[src/rtl/lsu_pkg.sv]
`default_nettype none
// +------------------------------------------------------------------+
// | lsu_pkg : funct3 encodings, FSM states and op legality helper    |
// | rev 1.0                                                          |
// +------------------------------------------------------------------+
package lsu_pkg;

  localparam logic [2:0] c_f3_b  = 3'b000;
  localparam logic [2:0] c_f3_h  = 3'b001;
  localparam logic [2:0] c_f3_w  = 3'b010;
  localparam logic [2:0] c_f3_bu = 3'b100;
  localparam logic [2:0] c_f3_hu = 3'b101;

  typedef enum logic [1:0] {
    IDLE = 2'd0,
    RD   = 2'd1,
    WR   = 2'd2,
    RESP = 2'd3
  } lsu_state_e;

  // Misalignment or encoding errors only; the range check lives in the top.
  function automatic logic lsu_bad_op(input logic we, input logic [2:0] f3,
                                      input logic [1:0] lo);
    logic bad;
    case (f3)
      c_f3_b:  bad = 1'b0;
      c_f3_h:  bad = lo[0];
      c_f3_w:  bad = |lo;
      c_f3_bu: bad = we;
      c_f3_hu: bad = we | lo[0];
      default: bad = 1'b1;
    endcase
    return bad;
  endfunction

endpackage
`default_nettype wire

[src/rtl/lsu_align.sv]
`default_nettype none
// +------------------------------------------------------------------+
// | lsu_align : load lane extract/extend and store lane merge        |
// | rev 1.0                                                          |
// +------------------------------------------------------------------+
module lsu_align
  import lsu_pkg::*;
(
  input  logic [2:0]  i_funct3,
  input  logic [1:0]  i_addr_lo,
  input  logic [31:0] i_rword,
  input  logic [15:0] i_wdata,
  output logic [31:0] o_load,
  output logic [31:0] o_merged
);

  logic [31:0] w_shift;
  logic [7:0]  w_byte;
  logic [15:0] w_half;

  assign w_shift = i_rword >> {i_addr_lo, 3'b000};
  assign w_byte  = w_shift[7:0];
  assign w_half  = i_addr_lo[1] ? i_rword[31:16] : i_rword[15:0];

  always_comb begin
    o_load = i_rword;
    case (i_funct3)
      c_f3_b:  o_load = {{24{w_byte[7]}}, w_byte};
      c_f3_h:  o_load = {{16{w_half[15]}}, w_half};
      c_f3_bu: o_load = {24'd0, w_byte};
      c_f3_hu: o_load = {16'd0, w_half};
      default: o_load = i_rword;
    endcase
  end

  always_comb begin
    o_merged = i_rword;
    if (i_funct3[1:0] == 2'b00)
      o_merged[{i_addr_lo, 3'b000} +: 8] = i_wdata[7:0];
    else if (i_funct3[1:0] == 2'b01)
      o_merged[{i_addr_lo[1], 4'b0000} +: 16] = i_wdata;
  end

endmodule
`default_nettype wire

[src/rtl/load_store_unit.sv]
`default_nettype none
// +------------------------------------------------------------------+
// | load_store_unit : RV32I byte/half/word load-store FSM with RMW   |
// | rev 1.0                                                          |
// +------------------------------------------------------------------+
module load_store_unit
  import lsu_pkg::*;
#(
  parameter int DMEM_BYTES = 256
) (
  input  logic        clk,
  input  logic        rst_n,
  input  logic        req_valid,
  output logic        req_ready,
  input  logic        req_we,
  input  logic [2:0]  req_funct3,
  input  logic [31:0] req_addr,
  input  logic [31:0] req_wdata,
  output logic        resp_valid,
  output logic [31:0] resp_rdata,
  output logic        resp_err,
  output logic [31:0] mem_addr,
  output logic [31:0] mem_wdata,
  output logic        mem_rw,
  input  logic [31:0] mem_rdata
);

  localparam logic [31:0] c_max_word = 32'(DMEM_BYTES - 4);

  lsu_state_e  r_state;
  logic        r_we;
  logic [2:0]  r_funct3;
  logic [31:0] r_addr;
  logic [15:0] r_wdata_lo;

  logic [31:0] w_word_addr;
  logic        w_err;
  logic [31:0] w_load;
  logic [31:0] w_merged;

  assign req_ready   = (r_state == IDLE);
  assign mem_addr    = {r_addr[31:2], 2'b00};
  assign w_word_addr = {req_addr[31:2], 2'b00};
  assign w_err       = lsu_bad_op(req_we, req_funct3, req_addr[1:0]) |
                       (w_word_addr > c_max_word);

  lsu_align u_align (
    .i_funct3  (r_funct3),
    .i_addr_lo (r_addr[1:0]),
    .i_rword   (mem_rdata),
    .i_wdata   (r_wdata_lo),
    .o_load    (w_load),
    .o_merged  (w_merged)
  );

  always_ff @(posedge clk) begin
    if (!rst_n) begin
      r_state    <= IDLE;
      r_we       <= 1'b0;
      r_funct3   <= 3'd0;
      r_addr     <= 32'd0;
      r_wdata_lo <= 16'd0;
      resp_valid <= 1'b0;
      resp_err   <= 1'b0;
      resp_rdata <= 32'd0;
      mem_rw     <= 1'b0;
      mem_wdata  <= 32'd0;
    end else begin
      resp_valid <= 1'b0;
      mem_rw     <= 1'b0;
      case (r_state)
        IDLE: if (req_valid) begin
          r_we       <= req_we;
          r_funct3   <= req_funct3;
          r_addr     <= req_addr;
          r_wdata_lo <= req_wdata[15:0];
          if (w_err) begin
            resp_valid <= 1'b1;
            resp_err   <= 1'b1;
            resp_rdata <= 32'd0;
            r_state    <= RESP;
          end else if (req_we && req_funct3 == c_f3_w) begin
            mem_wdata <= req_wdata;
            mem_rw    <= 1'b1;
            r_state   <= WR;
          end else begin
            // Loads and sub-word stores both need the current word first.
            r_state <= RD;
          end
        end
        RD: if (r_we) begin
          mem_wdata <= w_merged;
          mem_rw    <= 1'b1;
          r_state   <= WR;
        end else begin
          resp_rdata <= w_load;
          resp_err   <= 1'b0;
          resp_valid <= 1'b1;
          r_state    <= RESP;
        end
        WR: begin
          resp_rdata <= 32'd0;
          resp_err   <= 1'b0;
          resp_valid <= 1'b1;
          r_state    <= RESP;
        end
        default: r_state <= IDLE;
      endcase
    end
  end

endmodule
`default_nettype wire

[config.mk]
export PLATFORM = sky130hd
export DESIGN_NAME = load_store_unit
export DESIGN_NICKNAME = d
export VERILOG_FILES = /design/src/rtl/lsu_pkg.sv /design/src/rtl/lsu_align.sv /design/src/rtl/load_store_unit.sv
export SDC_FILE = /design/constraint.sdc
export NUM_CORES = 1
export LEC_CHECK = 0
export CORE_MARGIN = 5
export CORE_UTILIZATION = 35
export CTS_BUF_LIST = sky130_fd_sc_hd__clkbuf_16
export CTS_CLUSTER_SIZE = 10
export DETAILED_ROUTE_END_ITERATION = 16
export GPL_ROUTABILITY_DRIVEN = 0
export PLACE_DENSITY = 0.73
export SYNTH_ARGS = -nofsm -noshare
export SYNTH_HDL_FRONTEND = slang
export SYNTH_SLANG_ARGS = --single-unit
[constraint.sdc]
create_clock -name clk -period 2.3 [get_ports clk]
set_clock_uncertainty 0.1 [all_clocks]
set_input_delay 0.46 -clock clk [delete_from_list [all_inputs] [get_ports clk]]
set_output_delay 0.46 -clock clk [all_outputs]
set_load 0.05 [all_outputs]
Word-level counts from Yosys, hierarchy flattened
Index checks and enable logic that the tools add are counted.
- add/sub/neg operators: 2
- magnitude comparators: 1
- eq/ne operators: 16
- shifts and indexed selects: 5
- mux-type cells: 34
- bitwise operators: 2
- reductions and logical operators: 11
- operators by type and width (cell ; number):
    two-way mux 32 bit ; 9
    case mux 32 bit (4 select lines) ; 1
    case mux 32 bit (3 select lines) ; 1
    bitwise mux 32 bit ; 2
    case mux 32 bit (2 select lines) ; 1
    > comparator 32 x 8 -> 1 bit, second input constant ; 1
    variable shift 16 x 7 -> 32 bit, first input constant ; 1
    variable shift 8 x 7 -> 32 bit, first input constant ; 1
    indexed part select 16 x 7 -> 32 bit ; 1
    indexed part select 8 x 7 -> 32 bit ; 1
    >> shifter 32 x 5 -> 8 bit ; 1
    two-way mux 16 bit ; 1
    negator 5 -> 7 bit ; 2
    == test 3 bit, second input constant ; 4
    two-way mux 1 bit ; 11
    != test 2 bit, second input constant ; 4
    == test 3 x 1 -> 1 bit, second input constant ; 2
    zero test 3 bit ; 2
    two-way mux 2 bit ; 3
    case mux 1 bit (3 select lines) ; 2
    case mux 2 bit (3 select lines) ; 1
    case mux 1 bit (5 select lines) ; 1
    AND reduction 5 bit ; 1
    == test 2 x 1 -> 1 bit, second input constant ; 2
    12 further kinds ; 15
- bits in registers: 121
- bits of input ports: 103

Logic depth before layout (Yosys ltp)
- word-level depth: 7
- mapped depth: 9

Cells and area by module
Synthesis repeated with hierarchy kept, for this count alone.
- cell total of the unflattened synthesis: 887
- area, all modules: 7159.4 µm²
- by module, submodules not included (module ; instances ; cells an instance ; area an instance (µm²)):
    load_store_unit ; 1 ; 627 ; 5398.9
    lsu_align ; 1 ; 260 ; 1760.4

Worst setup path before layout
Ideal clock, no wire load.
- kind: register -> register
- from: register r_addr[1]
- to: register mem_wdata[0]
- data arrival time: 2.318 ns
- data required time: 2.128 ns
- path slack: -0.190 ns
- cell stages (with the launch flop): 10
- buffers on the path: 2
- cell sequence: dfxtp_1 -> buf_2 -> inv_1 -> clkbuf_1 -> ha_1 -> nand2_1 -> nor3_1 -> a221oi_1 -> a211o_1 -> mux2i_1
- longest elaborated chain between the ends: 7
- elaborated cells on any way between the ends: 12
- RTL lines (item ; RTL line ; text):
    start, declared ; load_store_unit.sv:33 ; logic [31:0] r_addr;
    start signal, assigned ; load_store_unit.sv:75 ; r_addr <= req_addr;
    negator 5 -> 7 bit ; lsu_align.sv:41 ; o_merged[{i_addr_lo[1], 4'b0000} +: 16] = i_wdata;
    indexed part select 16 x 7 -> 32 bit or variable shift 16 x 7 -> 32 bit (tied branches) ; lsu_align.sv:41 ;
    bitwise mux 32 bit ; lsu_align.sv:41 ;
    two-way mux 32 bit ; lsu_align.sv:40 ; else if (i_funct3[1:0] == 2'b01)
    two-way mux 32 bit * ; lsu_align.sv:38 ; if (i_funct3[1:0] == 2'b00)
    two-way mux 32 bit * ; load_store_unit.sv:91 ; RD: if (r_we) begin
    case mux 32 bit (2 select lines) * ; load_store_unit.sv:71 ; case (r_state)
    end signal, assigned ; load_store_unit.sv:83 ; mem_wdata <= req_wdata;
    end signal, assigned ; load_store_unit.sv:92 ; mem_wdata <= w_merged;
    end, declared ; load_store_unit.sv:23 ; output logic [31:0] mem_wdata,
Every way passes the cells marked *; elsewhere a longest branch is shown, timed or not. The select of a mux whose other input is x is not followed.
A chain may end at the register's enable or synchronous reset.

Worst setup path in the final report
- from: register resp_err
- to: output resp_err
- RTL lines (item ; RTL line ; text):
    start, declared ; load_store_unit.sv:21 ; output logic resp_err,
    start signal, assigned ; load_store_unit.sv:64 ; resp_err <= 1'b0;
    start signal, assigned ; load_store_unit.sv:79 ; resp_err <= 1'b1;
    start signal, assigned ; load_store_unit.sv:97 ; resp_err <= 1'b0;
No word-level cell between the ends.

==> metrics.md <==
| Metric | Value |
|---|---|
| Commonest non-fill, non-tap cell in the layout | `clkdlybuf4s50_1` |
| Area growth from synthesis to layout | `43.6%` |
| Clock power share | `0.284` |
| Port bufs | `200` |
| Crit path launch | `resp_err` |
| Die ar. | `0.0226 mm²` |
| Synth Area in Compound Gates | `0.273` |
| Net switching fraction of the power | `0.407` |
| Outcome | `complete, no violations` |
| Commonest non-fill, non-tap cells in the layout | `198 x clkdlybuf4s50_1, 196 x nand2_1, 121 x dfxtp_1` |
| Async set or reset register ratio after synthesis | `0` |
| Synth cell types | `53` |
| Max-cap violations | `0` |
| DRT antenna net count | `0` |
| Finish-stage setup viols | `0` |
| CP peak stage delay | `0.87 ns` |
| R2R cell count | `8` |
| Static leakage | `0.00390 µW` |
| Worst path top cell family by delay | `buffers and inverters` |
| Sequential share of power | `0.279` |
| Root buffer cell | `clkbuf_16` |
| Final hold violations | `0` |
| Min Tclk post-route | `2.18 ns` |
| Global route overflow | `0` |
| Share of cells above drive strength 1 | `0.112` |
| Syn Inst Count | `857` |
| Fillers | `1845` |
| P_sw | `3860 µW` |
| EDFF count, synth | `0` |
| Clk Latency, worst-skew pair | `between 0.4 and 0.5 ns` |
| CP Depth | `1` |
| Crit path DAT | `1.62 ns` |
| XOR/XNOR share of the synthesized area | `0` |
| Largest family of logic cells by synthesized area | `compound AO/OA/AOI/OAI gates` |
| Area of the multi-input gates | `between 0.003 and 0.004 mm²` |
| Flop-to-flop setup slack | `between 0.1 and 0.15 ns` |
| Syn_area_per_cell | `8.03 µm²` |
| CP Class | `flip-flop to primary output` |
| Clock Sinks | `121` |
| Synth Register Bits | `121` |
| CTS tree | `yes` |
| Synth Area in Adders | `0.0182` |
| First-pass GRT wire length | `37500 µm` |
| Initial Util | `0.355` |
| CP Capture Type | `primary output` |
| FF-to-FF End | `mem_wdata[0]` |
| Placed Cells | `~1300` |
| RR Startpoint | `r_addr[1]` |
| Min-Delay Path Class | `flip-flop to flip-flop` |
| VDD IR-drop max | `0.602 mV` |
| Actual slew at the worst max-slew pin | `a little under 0.6 ns` |
| Antenna violations before repair | `0` |
| CP Cell Sequence | `clkdlybuf4s50_1` |
| Worst-path fanout max | `2` |
| Final WL | `24700 µm` |
| Most Crowded Layer GR | `met2` |
| Largest net degree at the start of global routing | `65` |
| Nets@finish | `between 1000 and 1500` |
| Share of the synthesized area in the top cell type | `0.352` |
| Combinational power share | `0.438` |
| Final period util | `0.947` |
| Buf+Inv Stages, Crit Path | `1` |
| Predominant post-synthesis flop cell | `dfxtp_1` |
| Largest cells by area after synthesis | `dfxtp_1 35%, nand2_1 11%, mux2i_1 9.9%` |
| Relative slew slack | `0.607` |
| GRT Util Overall | `0.212` |
| M3 GR Usage | `0.0662` |
| Ant diodes | `0` |
| Multiplexer area fraction after synthesis | `0.104` |
| Synth Cell Area | `0.00689 mm²` |
| Worst-path clk slew | `0.06 ns` |
| Initial DRC Count | `668` |
| PwrDens | `958 mW/mm²` |
| Global-route met1 utilization | `0.276` |
| Crit path launch type | `flip-flop` |
| # H-tree levels | `4` |
| CTS buffer count | `17` |
| Yosys top cell by area | `dfxtp_1` |
| Clock tree buffer depth | `2` |
| Routed vias | `approximately 7200` |
| Worst endpoint required time | `1.74 ns` |
| Storage cell area | `0.00242 mm²` |
| Met2 Use GR | `0.329` |
| Fin cells | `around 1300` |
| I/O Pins | `203` |
| Die width | `150 µm` |
| Die height | `about 150 µm` |
| Post-synthesis sequential area ratio | `0.352` |
| Internal Power | `5620 µW` |
| Slew Limit Fails | `0` |
| DR vias/cell | `roughly 5.4` |
| Critical-path top delay cell | `clkdlybuf4s50_1` |
| WL per Instance | `between 15 and 20 µm` |
| DPL Wire Length | `approximately 18000 µm` |
| Vias in the first global route | `6823` |
| Ys Warns | `0` |
| Fmax | `459 MHz` |
| Setup TNS | `0 ns` |
| DRC viols | `0` |
| Simple-gate share of the synthesized area | `0.164` |
| Num rows | `51` |
| Total iterations of the first detailed-routing run | `5` |
| Core Area | `about 0.019 mm²` |
| Critical Path End | `resp_err` |
==> metal layers <==
metal | part of all wire | wire, µm
met5 | 0 | 0
met4 | 0.031 | 761
met3 | 0.11 | 2680
met2 | 0.45 | 11000
met1 | 0.42 | 10300
==> worst reg2reg max path: stages (launching register included) <==
cell and delay, ns:
dfxtp_1 0.34, inv_1 0.28, ha_1 0.45, nand2_1 0.11
nor3_2 0.12, buf_4 0.17, a221oi_1 0.08, a211o_1 0.32
mux2i_1 0.13
==> power by group through the flow <==
| stage | Sequential [µW] | Clock (µW) | Combinational (µW) |
|---|---|---|---|
| 2_1_floorplan | 3000 | 0 | 2430 |
| 3_3_place_gp | 2660 | 0 | 4050 |
| 3_5_place_dp | 2680 | 0 | 4080 |
| 4_1_cts | 2630 | 2740 | 4120 |
| 5_1_grt | 2670 | 2830 | 4430 |
| 6_report | 2640 | 2690 | 4150 |
==> worst min-delay path by stage <==
stage          slack, ns       start          to  cells past startpoint
2_1_floorplan       0.34  r_addr[10]  r_addr[10]                      2
3_3_place_gp        0.34  r_addr[26]  r_addr[26]                      2
3_5_place_dp        0.35  r_addr[10]  r_addr[10]                      2
4_1_cts             0.35  r_addr[25]  r_addr[25]                      2
5_1_grt             0.37  r_addr[20]  r_addr[20]                      2
6_report            0.35  r_addr[23]  r_addr[23]                      2
==> state kept, by name (all words and copies together) (netlist names) <==
signal / count
resp_rdata: 32
mem_rw: 1
r_addr: 32
resp_valid: 1
r_funct3: 3
r_wdata_lo: 16
r_state: 2
mem_wdata: 32
r_we: 1
resp_err: 1
==> per-stage QoR <==
stage / area (µm²) / worst slack, ns / power (µW) / util / hold slack (ns)
2_1_floorplan: 6900 / 0.0580 / 5430 / - / 0.337
3_3_place_gp: 9250 / -0.315 / 6720 / 0.477 / 0.341
3_5_place_dp: 9250 / -0.393 / 6760 / 0.477 / 0.347
4_1_cts: 9850 / 0.0680 / 9490 / 0.508 / 0.355
5_1_grt: 9890 / -0.00269 / 9920 / 0.510 / 0.371
6_report: 9890 / 0.121 / 9470 / 0.510 / 0.353
==> cells by family after synthesis <==
group                    count (synthesis)
AO/OA/AOI/OAI                          272
adder cells (fa/ha/maj)                 10
buffers and inverters                  122
flip-flops                             121
multiplexers                            71
other                                    1
AND/OR/NAND/NOR                        260
==> synthesized netlist by cell type (4+ instances only) <==
library cell    n
ha_1           10
nor2_1         14
nand2_1       196
buf_2          10
o221ai_1        5
nor2b_1         8
o22ai_1        29
a22o_1          7
clkbuf_1       56
dfxtp_1       121
o22a_1         11
nor4_1          7
o21ai_0        58
nand2b_1        5
a21oi_1        66
inv_1          15
a211oi_1        4
o2bb2ai_1      10
buf_4          35
a211o_1        30
a221oi_1       31
mux2i_1        68
nand3_1         6
nor3_1         10
==> final cells by class <==
cell class,instances,share of cell area
multi-input combinational,615,0.394
timing repair buffer,267,0.260
sequential,121,0.245
clock buffer,17,0.0430
tap,265,0.0335
clock inverter,15,0.0170
inverter,18,0.00683
==> timing repair <==
item / CTS / global route
buffers inserted: 1 / 3
cloned: 0 / 0
hold buffers: 0 / 0
pin swaps: 1 / 1
gates resized for setup: 0 / 2
setup endpoints to repair: 1 / 15
(Power assumes the default switching activity.)
